[src/rtl/datapath_tipo_r.sv]
// -----------------------------------------------------------------------------
// datapath_tipo_r
// Single-cycle MIPS-style R-type datapath: 32x32 register file, ALU control
// decoder and 32-bit ALU. Each instruction reads rs/rt asynchronously, the ALU
// computes per funct, and the result is written to rd on the rising clock edge.
//
// Ports:
//   clk          system clock, rising-edge active
//   rst          asynchronous active-high reset; loads reg[i] = i
//   instruccion  R-type instruction word, stable across the sampling edge
//   ZF_DPTR      combinational ALU zero flag (1 when ALU result == 0)
//   dbg_addr     (DPTR_DBG_PORT_EN only) debug read address
//   dbg_data     (DPTR_DBG_PORT_EN only) asynchronous read of reg[dbg_addr]
//
// Build option: define DPTR_DBG_PORT_EN to add the third (debug) read port.
// -----------------------------------------------------------------------------
module datapath_tipo_r #(
   parameter int WIDTH = 32,
   parameter int NREGS = 32
) (
   input  logic             clk,
   input  logic             rst,
   input  logic [31:0]      instruccion,
   output logic             ZF_DPTR
`ifdef DPTR_DBG_PORT_EN
   ,
   input  logic [4:0]       dbg_addr,
   output logic [WIDTH-1:0] dbg_data
`endif
);

   typedef enum logic [2:0] {
      ALU_ZERO,
      ALU_ADD,
      ALU_SUB,
      ALU_AND,
      ALU_OR,
      ALU_SLT
   } alu_op_e;

   logic [5:0] opcode;
   logic [4:0] rs;
   logic [4:0] rt;
   logic [4:0] rd;
   logic [5:0] funct;
   logic       unused_shamt;

   assign opcode       = instruccion[31:26];
   assign rs           = instruccion[25:21];
   assign rt           = instruccion[20:16];
   assign rd           = instruccion[15:11];
   assign funct        = instruccion[5:0];
   assign unused_shamt = ^instruccion[10:6];

   logic [WIDTH-1:0] regs_q [NREGS];

   alu_op_e          alu_op;
   logic             reg_write;
   logic [WIDTH-1:0] op_a;
   logic [WIDTH-1:0] op_b;
   logic [WIDTH-1:0] alu_res;

   // ALU control: anything that is not a supported R-type collapses to ALU_ZERO,
   // which both forces the result to 0 and suppresses the writeback.
   always_comb begin
      alu_op = ALU_ZERO;
      if (opcode == 6'h00) begin
         case (funct)
            6'h20:   alu_op = ALU_ADD;
            6'h22:   alu_op = ALU_SUB;
            6'h24:   alu_op = ALU_AND;
            6'h25:   alu_op = ALU_OR;
            6'h2A:   alu_op = ALU_SLT;
            default: alu_op = ALU_ZERO;
         endcase
      end
   end

   assign reg_write = (alu_op != ALU_ZERO) && (rd != 5'd0);

   // Register 0 is hard-wired to zero on every read port.
   assign op_a = (rs == 5'd0) ? '0 : regs_q[rs];
   assign op_b = (rt == 5'd0) ? '0 : regs_q[rt];

   always_comb begin
      alu_res = '0;
      case (alu_op)
         ALU_ADD: alu_res = op_a + op_b;
         ALU_SUB: alu_res = op_a - op_b;
         ALU_AND: alu_res = op_a & op_b;
         ALU_OR:  alu_res = op_a | op_b;
         ALU_SLT: alu_res = {{(WIDTH-1){1'b0}}, ($signed(op_a) < $signed(op_b))};
         default: alu_res = '0;
      endcase
   end

   assign ZF_DPTR = (alu_res == '0);

   // No write bypass: reads see the old contents until the edge, so the
   // datapath has no combinational loop through the register file.
   always_ff @(posedge clk or posedge rst) begin
      if (rst) begin
         for (int i = 0; i < NREGS; i++) begin
            regs_q[i] <= WIDTH'(i);
         end
      end else if (reg_write) begin
         regs_q[rd] <= alu_res;
      end
   end

`ifdef DPTR_DBG_PORT_EN
   assign dbg_data = (dbg_addr == 5'd0) ? '0 : regs_q[dbg_addr];
`endif

endmodule

[config.mk]
export PLATFORM = sky130hd
export DESIGN_NAME = datapath_tipo_r
export DESIGN_NICKNAME = d
export VERILOG_FILES = /design/src/rtl/datapath_tipo_r.sv
export SDC_FILE = /design/constraint.sdc
export NUM_CORES = 2
export LEC_CHECK = 0
export CAP_MARGIN = 20
export CORE_ASPECT_RATIO = 0.9
export CORE_MARGIN = 2
export CORE_UTILIZATION = 45
export CTS_BUF_LIST = sky130_fd_sc_hd__clkbuf_8
export CTS_CLUSTER_SIZE = 20
export DETAILED_ROUTE_END_ITERATION = 12
export SLEW_MARGIN = 20
export SYNTH_ARGS = -nofsm -noshare
export SYNTH_HDL_FRONTEND = slang
export SYNTH_SLANG_ARGS = --single-unit
[constraint.sdc]
create_clock -name clk -period 41.1 [get_ports clk]
set_clock_uncertainty 0.1 [all_clocks]
set_input_delay 12.33 -clock clk [delete_from_list [all_inputs] [get_ports clk]]
set_output_delay 12.33 -clock clk [all_outputs]
set_load 0.01 [all_outputs]
# Word-level counts from Yosys, hierarchy flattened
# Index checks and enable logic that the tools add are counted.
# totals
output_inout_bits	1
elab_cells	76
in_bits	34
register_bits	1024
# classes
order_cmp	5
reduce_logical	8
n_bitwise	5
addsub	2
mux	14
n_eq_ne	10
# op_table
operator	n
bitwise mux 1024 bit	1
binary-select mux 32 bit (select 5 bit)	2
two-way mux 32 bit	7
demux 32 bit (select 5 bit)	1
one-hot mux 32 bit (5 select lines)	1
adder 32 bit	1
bitwise AND 32 bit	1
zero test 32 bit	1
less-than comparator 32 bit	1
OR 32 bit	1
subtractor 32 bit	1
== test 6 bit (second input constant)	5
>= comparator 6 bit (second input constant)	3
inverter 5 -> 6 bit	3
one-hot mux 3 bit (5 select lines)	1
zero test 5 bit	2
== test 3 x 2 -> 1 bit (second input constant)	2
== test 3 bit (second input constant)	2
zero test 6 bit	1
less-than comparator 6 x 1 -> 1 bit (second input constant)	1
nonzero test 5 bit	1
== test 3 x 1 -> 1 bit (second input constant)	1
two-way mux 3 bit	1
nonzero test 3 bit	1
logical AND 1 bit	2

# Logic depth before layout (Yosys ltp)
# logic_depth
word_depth	8
depth_mapped	26
ltp_nobuf	20

# Worst setup path after synthesis
# No wires, ideal clock.
# synth_timing
kind	input to output
start	in instruccion[21]
end	out ZF_DPTR
slack_ns	10.350
path_stages	24
n_path_buf	4
t_required_ns	28.670
arrival_ns	18.320
cell_sequence	buf_2 clkbuf_1 clkbuf_1 buf_1 mux4_2 mux4_2 nand2_1 a21oi_1 inv_1 ha_1 inv_1 fa_1 a211oi_1 nor2_1 o31ai_1 a21oi_1 nor4b_1 or4_1 a221oi_2 o21ba_1 o31a_1 o221ai_1 a221oi_2 and4_1
# synth_between
elab_chain_cells	8
elab_cells_between_ends	13
classes_between	2 x add/sub; 1 x order compare; 5 x mux; 3 x bitwise; 2 x reduce/logical
# synth_lines
item	line	text
from (decl)	23	input logic [31:0] instruccion,
inverter 5 -> 6 bit (not written as such)	82	assign op_a = (rs == 5'd0) ? '0 : regs_q[rs];
binary-select mux 32 bit (select 5 bit)	82	
two-way mux 32 bit (not written as such) (2 in series)	82	
two-way mux 32 bit (*)	82	
subtractor 32 bit, or another cell as far along	89	ALU_SUB: alu_res = op_a - op_b;
one-hot mux 32 bit (5 select lines) (*)	87	case (alu_op)
zero test 32 bit (*)	97	assign ZF_DPTR = (alu_res == '0);
to (decl)	24	output logic ZF_DPTR
# Mark *: on every way between the ends. The rest lies on a longest branch, timed or not. The select of a mux whose other input is x is not followed.

# Worst setup path after layout
# layout_timing
start	in instruccion[16]
end	out ZF_DPTR
# layout_between
elab_chain_cells	8
elab_cells_between_ends	13
classes_between	2 x add/sub; 1 x order compare; 5 x mux; 3 x bitwise; 2 x reduce/logical
# layout_lines
item	line	text
inverter 5 -> 6 bit (not written as such)	83	assign op_b = (rt == 5'd0) ? '0 : regs_q[rt];
binary-select mux 32 bit (select 5 bit)	83	
two-way mux 32 bit (not written as such) (2 in series)	83	
two-way mux 32 bit (*)	83	
subtractor 32 bit, or another cell as far along	89	
one-hot mux 32 bit (5 select lines) (*)	87	
zero test 32 bit (*)	97	
# Marked as above.

==> summary.md <==
| Metric | Value |
|---|---|
| Largest net degree at the start of global routing | 165 |
| Number of I/O pins | 35 |
| Core ar. | 0.127 mm2 |
| Post-route fraction of the period consumed by the critical path | 82.1% |
| First-pass iteration count of the detailed router | 6 |
| List of cells traversed by the critical path | buf_8 -> buf_4 -> buf_4 -> mux4_2 -> mux4_2 -> nand2_1 -> a21oi_1 -> ha_1 -> fa_1 -> nand2b_1 -> a221oi_1 -> o41ai_1 -> o21ai_1 -> a211oi_2 -> nor3_1 -> or3_1 -> a221o_1 -> buf_4 -> nor2_1 -> nor4bb_1 -> and4_1 -> and4_1 -> clkdlybuf4s50_1 |
| Min Hold Slack | 292 ps |
| Met1 usage | 40.2% |
| Number of global-route vias before repair | 42800 |
| Critical Path Fanout Max | 58 |
| Power per unit of standard cell area | 32.6 mW/mm2 |
| Slowest cell on crit path | sky130_fd_sc_hd__o41ai_1 |
| Die area | 0.132 mm2 |
| Result of the run | complete, no violations |
| Post-cts repair resize count | 0 |
| Remaining antenna violation count after routing | 0 |
| Cell Rows | 124 |
| Met3 Use GR | 6.56% |
| Worst-Margin Slew | 1150 ps |
| Critical setup path kind | in2out |
| Critical Path Source Type | input pin |
| Number of DRC violations after detailed-routing iteration 0 | 4746 |
| Number of hold violations in the final report | 0 |
| Post-synthesis instance area | 0.0579 mm2 |
| Synth Register Bits | 1024 |
| Per-instance average area after synthesis | 10.9 um2 |
| Async set-reset flop share out of synthesis | 100% |
| Worst skew pair latency | 940 ps |
| Maximum vdd drop | 0.0216 mV |
| Final critical path time including I/O delays and setup | 33740 ps |
| Final-report max-slew violation count | 0 |
| Synthesis warning total | 0 |
| Quantity of I/O buffers inserted on ports | 29 |
| RSZ-0062 raised after global routing | false |
| Cell seen most often among critical-path stages | sky130_fd_sc_hd__buf_4 |
| GRT busiest layer | met2 |
| Setup Fix Bufs, Post-CTS | 0 |
| Gp weighted congestion | 0.954 |
| Core occupancy in the finished layout | 49.7% |
| Max Cap Viol | 0 |
| Initial antenna violation count | 3 |
| Count of cell types in the netlist | 91 |
| Seq/Total Area, Yosys | 44.4% |
| Type of the tightest min-delay check | reg2reg |
| Area delta synth->final | 9.37% |
| Number of flip-flops under the largest register name | 1024 |
| # H-tree levels | 4 |
| Max frequency | 29.6 MHz |
| Overall die width | 382 um |
| Setup Viol. Count Final | 0 |
| Global-route wire length before repair | 277 mm |
| DRC viols | 0 |
| Clock sink total | 1024 |
| Clock slew seen by the registers of the worst setup and hold paths | 60 ps |
| Number of enable flip-flop cells after synthesis | 0 |
| Max_slew headroom | 23.5% |
| Required time reported for the critical path endpoint | 28670 ps |
| Ratio of cells with drive above 1 in the final layout | 23.3% |
| Initial Utilization | 45.4% |
| Arrival time at the worst endpoint | 21310 ps |
| Final routed wirelength across all metal layers | 183 mm |
| Largest register by flop count | regs_q |
| Half-perimeter wire length after detailed placement | 109 mm |
| Biggest cell delay along the critical path | 860 ps |
| Vias | 43100 |
| Crit end category | output port |
| Post-synth top flop | sky130_fd_sc_hd__dfrtp_1 |
| Clock tree from TritonCTS | yes |
| Largest registers | regs_q: 1024 flops |
| Final net count | 5247 |
| CTS Buf Count | 175 |
| Number of buffers on the longest clock path | 3 |
| GRT Resource Usage Total | 28.2% |
| Post-DR vias/cell | 6.19 |
| Fin Setup TNS | 0 ps |
| Static Leakage | 27.1 nW |
| Cell type group with the largest total delay on the critical path | buffers and inverters |
| Height of the die | 344 um |
| Average wire per cell in the routed design | 26.3 um |
| Global routing usage on met2 | 42.6% |
| Number of standard cells after synthesis | 5306 |
| Grt ovf | 0 |
| Post-synth net total | 5438 |
| Worst Path Buf+Inv | 5 |
| Hold_buf cts | 0 |
| Buffer cell driving the clock tree root | sky130_fd_sc_hd__clkbuf_8 |
## cell usage in the layout (no fill, tap or decap), drive strengths merged, types with 12 or more instances in the layout
cell type,n
nand2,1010
dfrtp,944
mux4,633
o21ai,622
nor2,400
a21oi,389
clkbuf,217
inv,179
buf,133
ha,96
dfstp,80
a21o,52
nand2b,41
mux2,38
nand3,29
a211oi,22
or2,21
clkinv,20
clkdlybuf4s50,19
o211ai,18
nor3,18
o21bai,17
a221oi,17
a31oi,16
o21a,12
mux2i,12
o221ai,12
## area by class of cell
| cell class | instances | area (um2) |
|---|---|---|
| antenna | 2 | 5.00 |
| clock buffer | 217 | 2990 |
| clock inverter | 96 | 532 |
| fill | 11400 | 64100 |
| inverter | 110 | 417 |
| multi-input combinational | 3652 | 30100 |
| sequential | 1024 | 25700 |
| tap | 1701 | 2130 |
| timing repair buffer | 152 | 1380 |
## worst register-to-register path, cell delays in order (launching register included)
cell and delay (ps):
sky130_fd_sc_hd__dfrtp_1 390, sky130_fd_sc_hd__mux4_2 480, sky130_fd_sc_hd__mux4_2 500, sky130_fd_sc_hd__nand2_1 90
sky130_fd_sc_hd__a21oi_1 140, sky130_fd_sc_hd__ha_1 310, sky130_fd_sc_hd__fa_1 450, sky130_fd_sc_hd__nand2b_1 130
sky130_fd_sc_hd__a221oi_1 150, sky130_fd_sc_hd__o41ai_1 860, sky130_fd_sc_hd__o21ai_1 360, sky130_fd_sc_hd__a211oi_2 490
sky130_fd_sc_hd__o41ai_2 190, sky130_fd_sc_hd__a41o_1 310, sky130_fd_sc_hd__a31o_2 250, sky130_fd_sc_hd__a221o_1 330
sky130_fd_sc_hd__a221oi_4 240, sky130_fd_sc_hd__buf_4 420, sky130_fd_sc_hd__a21oi_1 160
## stage by stage
stage / cell area [um2] / setup slack (ps) / power, mW / std cells
global route: 63300 / 6850 / 2.13 / 6953
detailed placement: 59700 / 7230 / 1.14 / 6636
floorplan: 57900 / 10350 / 1.11 / 5306
CTS: 63200 / 7210 / 2.08 / 6949
global placement: 59700 / 7240 / 1.14 / 6635
finish: 63300 / 7360 / 2.06 / 6954
## cells by family after synthesis
family,share of synthesized area (%)
compound gates,12.3
xor+xnor,0.121
fa+ha+maj,2.14
buf+inv,4.16
flops,44.4
mux,25.6
simple gates,11.2
## cells in the mapped netlist (5+ instances only)
| cell | instances | share of area (%) |
|---|---|---|
| sky130_fd_sc_hd__a211oi_1 | 21 | 0.27 |
| sky130_fd_sc_hd__a21o_1 | 51 | 0.66 |
| sky130_fd_sc_hd__a21oi_1 | 389 | 3.4 |
| sky130_fd_sc_hd__a221o_1 | 11 | 0.19 |
| sky130_fd_sc_hd__a221oi_1 | 14 | 0.21 |
| sky130_fd_sc_hd__a22oi_1 | 5 | 0.065 |
| sky130_fd_sc_hd__a31oi_1 | 15 | 0.16 |
| sky130_fd_sc_hd__and2_1 | 10 | 0.11 |
| sky130_fd_sc_hd__and3_1 | 11 | 0.12 |
| sky130_fd_sc_hd__buf_1 | 75 | 0.49 |
| sky130_fd_sc_hd__buf_2 | 14 | 0.12 |
| sky130_fd_sc_hd__buf_4 | 5 | 0.065 |
| sky130_fd_sc_hd__clkbuf_1 | 423 | 2.7 |
| sky130_fd_sc_hd__dfrtp_1 | 944 | 41 |
| sky130_fd_sc_hd__dfstp_2 | 80 | 3.6 |
| sky130_fd_sc_hd__ha_1 | 96 | 2.1 |
| sky130_fd_sc_hd__inv_1 | 107 | 0.69 |
| sky130_fd_sc_hd__mux2_2 | 38 | 0.74 |
| sky130_fd_sc_hd__mux2i_1 | 12 | 0.21 |
| sky130_fd_sc_hd__mux4_2 | 633 | 25 |
| sky130_fd_sc_hd__nand2_1 | 1010 | 6.5 |
| sky130_fd_sc_hd__nand2b_1 | 41 | 0.44 |
| sky130_fd_sc_hd__nand3_1 | 29 | 0.25 |
| sky130_fd_sc_hd__nand4_1 | 7 | 0.076 |
| sky130_fd_sc_hd__nor2_1 | 400 | 2.6 |
| sky130_fd_sc_hd__nor2b_1 | 11 | 0.12 |
| sky130_fd_sc_hd__nor3_1 | 18 | 0.16 |
| sky130_fd_sc_hd__nor4_1 | 6 | 0.065 |
| sky130_fd_sc_hd__o211ai_1 | 18 | 0.23 |
| sky130_fd_sc_hd__o21a_1 | 12 | 0.16 |
| sky130_fd_sc_hd__o21ai_0 | 618 | 5.3 |
| sky130_fd_sc_hd__o21bai_1 | 17 | 0.22 |
| sky130_fd_sc_hd__o221ai_1 | 11 | 0.17 |
| sky130_fd_sc_hd__o22ai_1 | 5 | 0.054 |
| sky130_fd_sc_hd__o31a_1 | 7 | 0.11 |
| sky130_fd_sc_hd__o31ai_1 | 10 | 0.13 |
| sky130_fd_sc_hd__or2_2 | 19 | 0.21 |
| sky130_fd_sc_hd__or3_1 | 5 | 0.054 |
| sky130_fd_sc_hd__xnor2_1 | 5 | 0.076 |
## path summary, 6_finish.rpt
path                                 to             from  slack (ps)  cells after the start
max in group asynchronous   regs_q[777]              rst       25240                      7
min in group asynchronous   regs_q[243]              rst       11860                      3
hold / removal             regs_q[1020]     regs_q[1020]         290                      0
setup reg to reg             regs_q[62]      regs_q[864]       34600                     18
hold reg to reg            regs_q[1020]     regs_q[1020]         290                      0
setup / recovery                ZF_DPTR  instruccion[16]        7360                     23
## where the power goes
part	switching [mW]	internal (mW)	leakage, nW	total, mW
logic	0.0769	0.0363	11.0	0.113
registers	0.000808	1.01	14.0	1.01
clock network	0.448	0.491	2.05	0.939
## layer usage
layer | vias to the layer above | wire [um] | share of wire, %
met2 | 1863 | 82200 | 45
met5 | - | 71 | 0.039
met3 | 366 | 16600 | 9.1
met4 | 6 | 5590 | 3.1
li1 | 18800 | - | -
met1 | 22000 | 78300 | 43
(Power assumes the default switching activity.)
